===== src/rtl/hdmi_text_pkg.sv =====
// Shared constants, types and the glyph generator for the text-mode renderer.
// Latency: n/a (package only).
// Backpressure: n/a (package only).
package hdmi_text_pkg;

    localparam int COLS          = 80;
    localparam int ROWS          = 30;
    localparam int WORDS_PER_ROW = 20;
    localparam int VRAM_WORDS    = 600;
    localparam int CTRL_WORD     = 600;
    localparam int GLYPH_W       = 8;
    localparam int GLYPH_H       = 16;
    localparam int PIPE_LAT      = 3;

    // Visible text area in pixels.
    localparam int H_ACTIVE = COLS * GLYPH_W;
    localparam int V_ACTIVE = ROWS * GLYPH_H;

    // Control word colour fields (4 bits each of R, G, B, MSB first).
    localparam int CTRL_FG_MSB = 24;
    localparam int CTRL_FG_LSB = 13;
    localparam int CTRL_BG_MSB = 12;
    localparam int CTRL_BG_LSB = 1;

    typedef struct packed {
        logic [3:0] r;
        logic [3:0] g;
        logic [3:0] b;
    } rgb_t;

    // One character cell as stored in a VRAM byte.
    typedef struct packed {
        logic       inv;
        logic [6:0] code;
    } cell_t;

    // Procedural font: every glyph row is a distinct, fully populated bit
    // pattern. A bitmap ROM can replace it behind the same port.
    function automatic logic [7:0] font_pattern(input logic [6:0] code,
                                                input logic [3:0] row);
        return {code, 1'b0} ^ {row, row};
    endfunction

    // Word address of a character cell: four cells per 32-bit word.
    function automatic logic [9:0] cell_word_addr(input logic [4:0] row,
                                                  input logic [4:0] word_col);
        return 10'(row) * 10'(WORDS_PER_ROW) + 10'(word_col);
    endfunction

endpackage


===== src/rtl/font_rom.sv =====
// Glyph ROM, 2048 x 8: address is {glyph code, glyph row}.
// Latency: 1 clock, registered data, no reset on the data path.
// Backpressure: none; accepts a new address every clock.
module font_rom
    import hdmi_text_pkg::*;
(
    input  logic        i_clk,
    input  logic [10:0] i_addr,
    output logic [7:0]  o_dat
);

    logic [7:0] r_dat;

    // Synchronous read of the glyph row.
    always_ff @(posedge i_clk) begin
        r_dat <= font_pattern(i_addr[10:4], i_addr[3:0]);
    end

    assign o_dat = r_dat;

endmodule


===== src/rtl/hdmi_text_renderer.sv =====
// 80x30 text-mode pixel generator: drawX/drawY -> VRAM cell -> glyph -> RGB.
// Latency: 3 clocks from drawX/drawY/strobes to RGB and delayed strobes.
// Backpressure: none; one VRAM read per clock, never stalls.
module hdmi_text_renderer #(
    parameter int VRAM_AW  = 10,
    parameter int PIPE_LAT = hdmi_text_pkg::PIPE_LAT
) (
    input  logic               S_AXI_ACLK,
    input  logic               S_AXI_ARESET,
    input  logic [9:0]         drawX,
    input  logic [9:0]         drawY,
    input  logic               hsync_i,
    input  logic               vsync_i,
    input  logic               vde_i,
    output logic [VRAM_AW-1:0] vram_addr,
    input  logic [31:0]        vram_rdata,
    input  logic [31:0]        ctrl,
    output logic [3:0]         red,
    output logic [3:0]         green,
    output logic [3:0]         blue,
    output logic               hsync_o,
    output logic               vsync_o,
    output logic               vde_o
);
    import hdmi_text_pkg::*;

    // Stage 0: cell coordinates and VRAM word address.
    logic [6:0] w_col;
    logic [4:0] w_row;
    logic       w_in_text;
    logic [9:0] w_cell_addr;

    assign w_col       = drawX[9:3];
    assign w_row       = drawY[8:4];
    assign w_in_text   = (drawX < 10'(H_ACTIVE)) && (drawY < 10'(V_ACTIVE));
    assign w_cell_addr = cell_word_addr(w_row, w_col[6:2]);

    // Sideband pipeline; stage N registers travel alongside the data path.
    logic [3:0]          r_s1_ylo, r_s2_ylo;
    logic [1:0]          r_s1_col, r_s2_col;
    logic [2:0]          r_s1_xlo, r_s2_xlo, r_s3_xlo;
    logic                r_s3_inv;
    logic [PIPE_LAT-1:0] r_vde_sr, r_hs_sr, r_vs_sr;
    logic [11:0]         r_fg, r_bg;

    // Stage 1: pick the cell byte out of the returned word, address the font.
    cell_t       w_cell;
    logic [10:0] w_font_addr;
    logic [7:0]  w_font_dat;

    assign w_cell      = cell_t'(vram_rdata[{r_s2_col, 3'b000} +: 8]);
    assign w_font_addr = {w_cell.code, r_s2_ylo};

    font_rom u_font_rom (
        .i_clk  (S_AXI_ACLK),
        .i_addr (w_font_addr),
        .o_dat  (w_font_dat)
    );

    // Address register, sideband shift registers and sampled colours.
    always_ff @(posedge S_AXI_ACLK or posedge S_AXI_ARESET) begin
        if (S_AXI_ARESET) begin
            vram_addr <= '0;
            r_s1_ylo  <= '0;
            r_s1_col  <= '0;
            r_s1_xlo  <= '0;
            r_s2_ylo  <= '0;
            r_s2_col  <= '0;
            r_s2_xlo  <= '0;
            r_s3_xlo  <= '0;
            r_s3_inv  <= 1'b0;
            r_vde_sr  <= '0;
            r_hs_sr   <= '0;
            r_vs_sr   <= '0;
            r_fg      <= '0;
            r_bg      <= '0;
        end else begin
            // Outside the text area read a harmless fixed word.
            vram_addr <= w_in_text ? VRAM_AW'(w_cell_addr) : '0;
            r_s1_ylo  <= drawY[3:0];
            r_s1_col  <= w_col[1:0];
            r_s1_xlo  <= drawX[2:0];
            r_s2_ylo  <= r_s1_ylo;
            r_s2_col  <= r_s1_col;
            r_s2_xlo  <= r_s1_xlo;
            r_s3_xlo  <= r_s2_xlo;
            r_s3_inv  <= w_cell.inv;
            r_vde_sr  <= {r_vde_sr[PIPE_LAT-2:0], vde_i};
            r_hs_sr   <= {r_hs_sr[PIPE_LAT-2:0], hsync_i};
            r_vs_sr   <= {r_vs_sr[PIPE_LAT-2:0], vsync_i};
            // Colours are captured one clock before the pixel leaves, so a
            // control write shows up on the very next output pixel.
            r_fg      <= ctrl[CTRL_FG_MSB:CTRL_FG_LSB];
            r_bg      <= ctrl[CTRL_BG_MSB:CTRL_BG_LSB];
        end
    end

    // Stage 2: glyph bit (MSB is leftmost), invert, colour select, blanking.
    logic w_pix;
    rgb_t w_rgb;

    assign w_pix = w_font_dat[3'd7 - r_s3_xlo] ^ r_s3_inv;
    assign w_rgb = r_vde_sr[PIPE_LAT-1] ? rgb_t'(w_pix ? r_fg : r_bg) : '0;

    assign red     = w_rgb.r;
    assign green   = w_rgb.g;
    assign blue    = w_rgb.b;
    assign hsync_o = r_hs_sr[PIPE_LAT-1];
    assign vsync_o = r_vs_sr[PIPE_LAT-1];
    assign vde_o   = r_vde_sr[PIPE_LAT-1];

    // Reserved control bits carry no meaning here.
    logic w_ctrl_unused;
    assign w_ctrl_unused = ^{ctrl[31:25], ctrl[0]};

endmodule


===== config.mk =====
export PLATFORM = sky130hd
export DESIGN_NAME = hdmi_text_renderer
export DESIGN_NICKNAME = d
export VERILOG_FILES = /design/src/rtl/hdmi_text_pkg.sv /design/src/rtl/font_rom.sv /design/src/rtl/hdmi_text_renderer.sv
export SDC_FILE = /design/constraint.sdc
export NUM_CORES = 1
export LEC_CHECK = 0
export CAP_MARGIN = 30
export CORE_ASPECT_RATIO = 0.7
export CORE_MARGIN = 4
export CORE_UTILIZATION = 60
export CTS_CLUSTER_DIAMETER = 40
export DETAILED_ROUTE_END_ITERATION = 10
export DONT_BUFFER_PORTS = 1
export PLACE_DENSITY_LB_ADDON = 0.15
export SLEW_MARGIN = 5
export SYNTH_ARGS = -nofsm -noshare
export SYNTH_HDL_FRONTEND = slang
export SYNTH_SLANG_ARGS = --single-unit

===== constraint.sdc =====
create_clock -name S_AXI_ACLK -period 2.7 [get_ports S_AXI_ACLK]
set_input_delay 0 -clock S_AXI_ACLK [delete_from_list [all_inputs] [get_ports S_AXI_ACLK]]
set_output_delay 0 -clock S_AXI_ACLK [all_outputs]
set_load 0.01 [all_outputs]

==> flow_summary.ini, run 1 <==
[final_layout]
drive_above_1_share_pct = 10.7
multi_input_area_um2 = 1060
fillers = 228
seqCellArea_um2 = 1790
nets = 386
syn_to_final_growth_pct = 30.8
antennaDiodeCount = 0
fin_cells = 357

[global_routing]
grt_pass1_wl_mm = 11.8
grt_pass1_vias = 2330
grt-ovfl-total = 0
grt_max_degree = 37
grt_usage_pct = 26.4
grt_antenna_before_repair = 0

[critical_path]
timing.rr.start = r_s2_col[0]$_DFF_PP0_
worstPathRequired_ns = 2.70
worstReg2RegEnd = u_font_rom.o_dat[7]$_DFF_P_
crit_chain = mux4_2 -> mux2i_4 -> a21oi_1 -> a311o_1
cp_max_fo = 35
crit_buf_inv = 0
cpLargestDelayFamily = multiplexers
r2r_setup_slack_ns = 0.56
critical_path_class = reg2out
cpMaxStageDelayCell = mux2i_4
rr_worst_depth = 3
crit_path_start_kind = flip-flop
slowest_delay_ns = 0.71
cp_data_arrival_time_ns = 2.52
critPathCaptureType = primary output

[worst_hold_path]
hold_depth = 2
hp-start = drawY[9]
hold_end = vram_addr[3]$_DFF_PP0_
hold_path_class = in2reg

[timing]
rsz0062_at_grt = false
timing.slew.headroom_pct = 40.0
setup_tns_ns = 0
finClkSkew_ns = 0.00261
slew_violations = 0
period_share_pct = 93.5
worstMarginPinSlew_ns = 0.881
post-route-min-period_ns = 2.52
hold_viol = 0
max_freq_mhz = 396
final-setup-viol-count = 0

[cts]
cts_sinks = 73
cts_resized = 0
cts_tree = done
cts_buffers = 9
htreeDepth = 3
clock_latency_ns = 0.34
root_buffer = clkbuf_8
path_clk_slew_ns = 0.08
cts_buffer_depth = 2

[logic_synthesis]
synth_cells = 219
ys_types = 31
synth_edf_count = 0
ys_seq_area_share_pct = 61.1
ys_ff_latch = 73
synth_warnings = 0
syn_area_per_cell_um2 = 13.4
async_reset_ff_share_pct = 89.0
netlist_area_um2 = 2920
synth_ff_type = dfrtp_1
synth_nets = 319

[floorplan]
rows = 20
die_w_um = 91.4
die_h_um = 66.4
coreArea_um2 = 4530
die_area_um2 = 6070
initial_core_util_pct = 64.6
io-pin-count = 114

[drt]
wl_per_cell_um = 20.2
drc_errors = 0
vias = 2047
drt-total-wl_mm = 7.20
drtAntennaViolNets = 0
firstDrtPassIters = 4
via_per_inst = 5.73
drt_iter0_drc = 111

[place]
port_buffers = 0
place_congestion = 0.837
place_inst = 279
detailed_place_hpwl_mm = 4.01

[run]
maxCapViolCount = 0

[outcome]
status = complete, no violations

[power_and_ir_drop]
p_leak_nw = 1.70
ir_drop_uv = 507
power.density_nw_per_um2 = 662
## placed cells by master, fill, tap and decap left out, types with 7 or more instances in the layout
cell type,instances
dfrtp_1,65
xor2_1,7
clkbuf_8,9
nor2_1,7
inv_1,8
a311o_1,11
nand2_1,23
ha_1,9
a21oi_1,13
dlygate4sd3_1,62
mux4_2,10
dfxtp_1,8
and3_1,11
## worst max path at each step
stage	startpoint	endpoint	slack, ns	cells past startpoint
finish	r_s3_xlo[0]$_DFF_PP0_	red[1]	0.18	4
CTS	r_s3_xlo[0]$_DFF_PP0_	red[1]	0.23	4
floorplan	drawY[5]	vram_addr[8]$_DFF_PP0_	0.94	8
global placement	r_s3_xlo[0]$_DFF_PP0_	red[1]	0.68	4
detailed placement	r_s3_xlo[0]$_DFF_PP0_	blue[1]	0.63	4
global route	r_s3_xlo[0]$_DFF_PP0_	red[1]	0.007	4
## synthesized netlist by cell type, types with 3 or more instances
cell | count | area share [%]
nor2_1 | 7 | 0.90
xnor2_1 | 5 | 1.5
dfrtp_1 | 65 | 56
a311o_1 | 11 | 3.8
a21oi_1 | 13 | 2.2
clkbuf_1 | 5 | 0.64
dfxtp_1 | 8 | 5.5
nand3b_1 | 4 | 1.0
and2_1 | 4 | 0.86
inv_1 | 9 | 1.2
nand2_1 | 23 | 3.0
xor2_1 | 7 | 2.1
o21ai_1 | 3 | 0.51
ha_1 | 9 | 3.9
mux4_2 | 10 | 7.7
nor2b_1 | 5 | 1.1
and3_1 | 11 | 2.4
## where the power goes
part           internal [mW]  switching [mW]  leakage, nW
Combinational          0.198           0.197        0.745
Clock                  0.520           0.405        0.109
Sequential              1.16          0.0486        0.842
## cell type report
| cell class | count | share of cell area [%] |
|---|---|---|
| sequential | 73 | 46.7 |
| clock inverter | 7 | 2.49 |
| inverter | 9 | 0.883 |
| clock buffer | 9 | 3.24 |
| multi-input combinational | 128 | 27.7 |
| timing repair buffer | 65 | 16.8 |
| tap | 66 | 2.16 |
## metrics by stage
stage	area [um^2]	hold slack [ns]	total power, mW	setup WS, ns	utilization, %
after floorplan	2920	0.0314	1.47	0.940	-
after global placement	2990	-0.0326	1.51	0.678	65.9
after detailed placement	2990	-0.0211	1.52	0.632	65.9
after CTS	3820	0.00290	2.53	0.232	84.4
after global routing	3820	0.0619	2.65	0.00710	84.4
final	3820	0.0497	2.53	0.176	84.4
## cell families after synthesis
logic type / Yosys count / synth area share [%]
fa+ha+maj: 11 / 5.22
flops: 73 / 61.1
mux: 12 / 8.86
xor+xnor: 12 / 3.59
simple gates: 60 / 10.4
buf+inv: 18 / 2.65
compound gates: 33 / 8.17
## repair_timing
item,4_1_cts,5_1_grt
hold buffers,62,0
setup buffers,0,0
hold endpoints to repair,79,0
endpoints found under the setup margin,0,0
## state kept, by name, summed over array words and instances, names as in the netlist
name,count
r_fg,12
r_s3_inv,1
r_vde_sr,3
r_s1_ylo,4
r_s2_xlo,3
r_bg,12
r_s1_xlo,3
r_s1_col,2
r_s2_ylo,4
u_font_rom.o_dat,8
r_vs_sr,3
r_hs_sr,3
r_s3_xlo,3
r_s2_col,2
vram_addr,10
## per-layer routing
layer	routed length, um	share of wire (%)	global-route usage, %	up-vias
met5	0	0	0	-
met4	209	2.9	13.0	0
met3	561	7.8	9.10	22
met2	3700	51	45.1	93
met1	2730	38	29.9	1024
li1	-	-	-	908
No activity file was read; power rests on OpenSTA's default activity.
==> run 2: changes to the inputs <==
--- a/config.mk
+++ b/config.mk
@@ -6,9 +6,11 @@
 export NUM_CORES = 1
 export LEC_CHECK = 0
 export CAP_MARGIN = 30
+export CELL_PAD_IN_SITES_DETAIL_PLACEMENT = 1
+export CELL_PAD_IN_SITES_GLOBAL_PLACEMENT = 1
 export CORE_ASPECT_RATIO = 0.7
 export CORE_MARGIN = 4
-export CORE_UTILIZATION = 60
+export CORE_UTILIZATION = 52
 export CTS_CLUSTER_DIAMETER = 40
 export DETAILED_ROUTE_END_ITERATION = 10
 export DONT_BUFFER_PORTS = 1
==> run 2 against run 1 <==
Sequential share of layout area down 0.74 points. Flip-flop and latch count did not move. Via count up 12%. First-iteration DRC count is 64% higher. Clock skew up 0.011 ns. Die area grew 14%. Largest cell class unchanged. Core utilization is 12 points lower. Final cell count grew 3.4%. Clock power increased by 9%. Design area rose by 1.6%. Combinational power grew 14%.
==> flow_summary.ini, run 2 (synthesized netlist as in run 1, its figures left out) <==
[floorplan]
io-pin-count = 114
die_area_um2 = 6910
rows = 22
initial_core_util_pct = 54.8
coreArea_um2 = 5340
die_w_um = 97.6
die_h_um = 70.7

[timing]
setup_tns_ns = 0
timing.slew.headroom_pct = 36.9
fin_ws_ns = 0.00685
final-setup-viol-count = 0
worstMarginPinSlew_ns = 0.927
period_share_pct = 99.7
finClkSkew_ns = 0.0132
post-route-min-period_ns = 2.69
hold_viol = 0
slew_violations = 0
max_freq_mhz = 371

[critical_path]
timing.rr.start = r_s2_col[0]$_DFF_PP0_
worstReg2RegEnd = u_font_rom.o_dat[3]$_DFF_P_
cp_max_fo = 34
worstPathRequired_ns = 2.70
critPathCaptureType = primary output
slowest_delay_ns = 0.75
r2r_setup_slack_ns = 0.42
cpMaxStageDelayCell = mux2i_4
cp_data_arrival_time_ns = 2.69
crit_path_start_kind = flip-flop
crit_chain = mux4_2 -> mux2i_4 -> a21oi_1 -> a311o_1
critical_path_class = reg2out
rr_worst_depth = 3

[drt]
drc_errors = 0
wl_per_cell_um = 29.9
drt-total-wl_mm = 11.0
via_per_inst = 6.20
drtAntennaViolNets = 0
vias = 2286
firstDrtPassIters = 4
drt_iter0_drc = 182

[cts]
htreeDepth = 3
cts_resized = 0
root_buffer = clkbuf_8
cts_buffer_depth = 2
post_cts_buffers = 0
cts_tree = done
cts_sinks = 73
path_clk_slew_ns = 0.08
cts_buffers = 9
clock_latency_ns = 0.37

[place]
place_inst = 286
detailedPlace.worstSlack_ns = 0.594
port_buffers = 0
place_congestion = 0.786
detailed_place_hpwl_mm = 4.51
placed_area_um2 = 3000

[power_and_ir_drop]
p_leak_nw = 1.72
ir_drop_uv = 517
power.density_nw_per_um2 = 692

[outcome]
status = complete, no violations

[final_layout]
layout_common_cells = 65 x dlygate4sd3_1, 65 x dfrtp_1, 23 x nand2_1, 13 x a21oi_1
fin_cells = 369
nets = 390
largestRegisters = r_bg: 12 flops, r_fg: 12 flops, vram_addr: 10 flops
syn_to_final_growth_pct = 32.9
drive_above_1_share_pct = 10.5
fin_area_um2 = 3890

[worst_hold_path]
hp-start = drawY[9]
hold_depth = 2
hold_path_class = in2reg
hold_end = vram_addr[6]$_DFF_PP0_

[global_routing]
grt_antenna_before_repair = 3
grt_usage_pct = 28.8
grt_pass1_vias = 2569
grt_max_degree = 35
grt-ovfl-total = 0
grt_pass1_wl_mm = 14.8

[run]
maxCapViolCount = 0
-- run 2: cell type report --
class / instances / area [um^2]
sequential: 73 / 1790
fill: 483 / 1450
multi-input combinational: 128 / 1060
timing repair buffer: 69 / 681
clock buffer: 12 / 155
tap: 72 / 90.1
clock inverter: 4 / 75.1
inverter: 9 / 33.8
antenna: 2 / 5.00
-- run 2: worst max path at each step --
stage	start	endpoint	slack (ns)
floorplan	drawY[5]	vram_addr[8]$_DFF_PP0_	0.94
global placement	r_s3_xlo[0]$_DFF_PP0_	red[1]	0.67
detailed placement	r_s3_xlo[0]$_DFF_PP0_	blue[1]	0.59
CTS	r_s3_xlo[0]$_DFF_PP0_	blue[1]	0.21
global route	r_s3_xlo[0]$_DFF_PP0_	red[1]	-0.1
finish	r_s3_xlo[0]$_DFF_PP0_	red[1]	0.007
-- run 2: repair_timing --
item                                   in CTS  in global routing
setup endpoints to repair                   0                  0
endpoints found under the hold margin      80                  1
hold buffers                               63                  2
-- run 2: power breakdown --
group | internal, mW | switching [mW]
clock network | 0.571 | 0.443
logic | 0.208 | 0.243
registers | 1.16 | 0.0593
-- run 2: through the flow --
| stage | hold slack (ns) | util (%) | total power [mW] |
|---|---|---|---|
| 2_1_floorplan | 0.0314 | - | 1.47 |
| 3_3_place_gp | -0.0141 | 56.2 | 1.52 |
| 3_5_place_dp | 0.0106 | 56.2 | 1.54 |
| 4_1_cts | 0.00381 | 72.3 | 2.58 |
| 5_1_grt | 0.150 | 72.8 | 2.78 |
| 6_report | 0.132 | 72.8 | 2.69 |
-- run 2: critical path: cells and delay by family, from the launching register on --
family         cells  cell delay [ns]
AO/OA/AOI/OAI      2             0.58
multiplexers       2             1.31
flip-flops         1             0.43
-- run 2: per-layer routing --
| metal | track usage, % | wire, um | vias to the layer above |
|---|---|---|---|
| met5 | 2.80 | 13 | - |
| met4 | 14.0 | 614 | 2 |
| met3 | 10.3 | 739 | 50 |
| li1 | - | - | 917 |
| met2 | 50.3 | 5690 | 143 |
| met1 | 31.4 | 3990 | 1174 |
==> run 3: changes to the inputs <==
--- a/config.mk
+++ b/config.mk
@@ -14,7 +14,7 @@
 export CTS_CLUSTER_DIAMETER = 40
 export DETAILED_ROUTE_END_ITERATION = 10
 export DONT_BUFFER_PORTS = 1
-export PLACE_DENSITY_LB_ADDON = 0.15
+export PLACE_DENSITY = 0.95
 export SLEW_MARGIN = 5
 export SYNTH_ARGS = -nofsm -noshare
 export SYNTH_HDL_FRONTEND = slang
==> constraint.sdc (replaced) <==
create_clock -name S_AXI_ACLK -period 3.3 [get_ports S_AXI_ACLK]
set_input_delay 0 -clock S_AXI_ACLK [delete_from_list [all_inputs] [get_ports S_AXI_ACLK]]
set_output_delay 0 -clock S_AXI_ACLK [all_outputs]
set_load 0.01 [all_outputs]
==> run 3 against run 2 <==
Routed wire length fell by 10%. Core utilization down 1.3 points. Largest power group unchanged. Flip-flop and latch count unchanged.
==> flow_summary.ini, run 3 (synthesized netlist as in run 1, its figures left out) <==
[outcome]
status = complete, no violations

[critical_path]
crit_path_start_kind = flip-flop
crit_chain = mux4_2 -> mux2i_4 -> a21oi_1 -> a311o_1
critPathCaptureType = primary output
cp_data_arrival_time_ns = 2.62
crit_buf_inv = 0
path_depth = 4
slowest_delay_ns = 0.75
worstPathRequired_ns = 3.30
cp_max_fo = 36
cpLargestDelayFamily = multiplexers
rr_worst_depth = 3
critical_path_class = reg2out
cpMaxStageDelayCell = mux2i_4

[final_layout]
drive_above_1_share_pct = 10.3
seqCellArea_um2 = 1790
final_common_cell = dfrtp_1
layout_common_cells = 65 x dfrtp_1, 62 x dlygate4sd3_1, 23 x nand2_1, 13 x a21oi_1
antennaDiodeCount = 0
nets = 385
multi_input_area_um2 = 1060
syn_to_final_growth_pct = 30.5
largestRegisters = r_bg: 12 flops, r_fg: 12 flops, vram_addr: 10 flops
fillers = 497
fin_area_um2 = 3810

[drt]
via_per_inst = 5.90
vias = 2134
drc_errors = 0
drt_iter0_drc = 165
wl_per_cell_um = 27.4
drt-total-wl_mm = 9.91
firstDrtPassIters = 4
drtAntennaViolNets = 0

[global_routing]
grt_max_degree = 37
grt_pass1_wl_mm = 15.5
grt_pass1_vias = 2529
grt_antenna_before_repair = 0
grt-ovfl-total = 0
grt_usage_pct = 31.0

[timing]
max_freq_mhz = 382
period_share_pct = 79.4
post-route-min-period_ns = 2.62
fin_ws_ns = 0.681
rsz0062_at_grt = false
worstMarginPinSlew_ns = 0.930
slew_violations = 0
finalHoldWorstSlack_ns = 0.111
finClkSkew_ns = 0.0187
timing.slew.headroom_pct = 36.7
final-setup-viol-count = 0
hold_viol = 0
setup_tns_ns = 0

[cts]
cts_buffer_depth = 2
cts_buffers = 9
htreeDepth = 3
cts_sinks = 73
cts_tree = done
path_clk_slew_ns = 0.10
cts_resized = 0
post_cts_buffers = 0
cts_hold_buf = 62
root_buffer = clkbuf_8
clock_latency_ns = 0.36

[power_and_ir_drop]
p_total_mw = 2.10
power.density_nw_per_um2 = 549
p_leak_nw = 1.69
ir_drop_uv = 409

[run]
maxCapViolCount = 0

[place]
port_buffers = 0
detailedPlace.worstSlack_ns = 1.14
place_congestion = 0.775
detailed_place_hpwl_mm = 4.96
placed_area_um2 = 2990

[floorplan]
die_w_um = 97.6
initial_core_util_pct = 54.8
die_area_um2 = 6910
io-pin-count = 114
die_h_um = 70.7
rows = 22
coreArea_um2 = 5340

[worst_hold_path]
hold_depth = 2
hold_path_class = in2reg
## run 3: cell count changes in the layout (fill, tap and decap cells not counted), sizes merged
| cell | before | now |
|---|---|---|
| buf | 4 | 2 |
| bufinv | 2 | 1 |
| clkbuf | 12 | 9 |
| clkinv | 0 | 3 |
| clkinvlp | 2 | 0 |
| diode | 2 | 0 |
| dlygate4sd3 | 65 | 62 |
| inv | 9 | 12 |
## run 3: through the flow
| stage | util, % | cells |
|---|---|---|
| 2_1_floorplan | - | 219 |
| 3_3_place_gp | 55.9 | 284 |
| 3_5_place_dp | 55.9 | 284 |
| 4_1_cts | 71.4 | 362 |
| 5_1_grt | 71.4 | 362 |
| 6_report | 71.4 | 362 |
## run 3: report_power, final
part	total [mW]	leakage (nW)	internal (mW)	switching [mW]
logic	0.346	0.741	0.161	0.185
clock network	0.749	0.106	0.364	0.386
registers	1.00	0.842	0.952	0.0479
## run 3: final timing paths
check                                           start                     endpoint  slack, ns
worst max register to register  r_s2_col[0]$_DFF_PP0_  u_font_rom.o_dat[3]$_DFF_P_       1.15
max in group asynchronous                S_AXI_ARESET           r_bg[11]$_DFF_PP0_       2.20
worst min register to register  r_vde_sr[1]$_DFF_PP0_        r_vde_sr[2]$_DFF_PP0_       0.36
worst max-delay path            r_s3_xlo[0]$_DFF_PP0_                       red[1]       0.68
min in group asynchronous                S_AXI_ARESET       vram_addr[9]$_DFF_PP0_       0.20
worst min-delay path                         drawY[9]       vram_addr[6]$_DFF_PP0_       0.11
## run 3: cell type report
cell class / instances / share of cell area [%]
Sequential cell: 73 / 46.8
Multi-Input combinational cell: 128 / 27.8
Timing Repair Buffer: 64 / 16.7
Clock buffer: 9 / 3.25
Tap cell: 72 / 2.36
Clock inverter: 7 / 2.23
Inverter: 9 / 0.886
## run 3: layer usage
layer | vias to the layer above | part of all wire [%] | global-route usage [%]
li1 | 907 | - | -
met3 | 21 | 7.0 | 9.85
met1 | 1102 | 39 | 37.6
met5 | - | 0 | 0
met4 | 0 | 2.3 | 9.22
met2 | 104 | 52 | 53.8
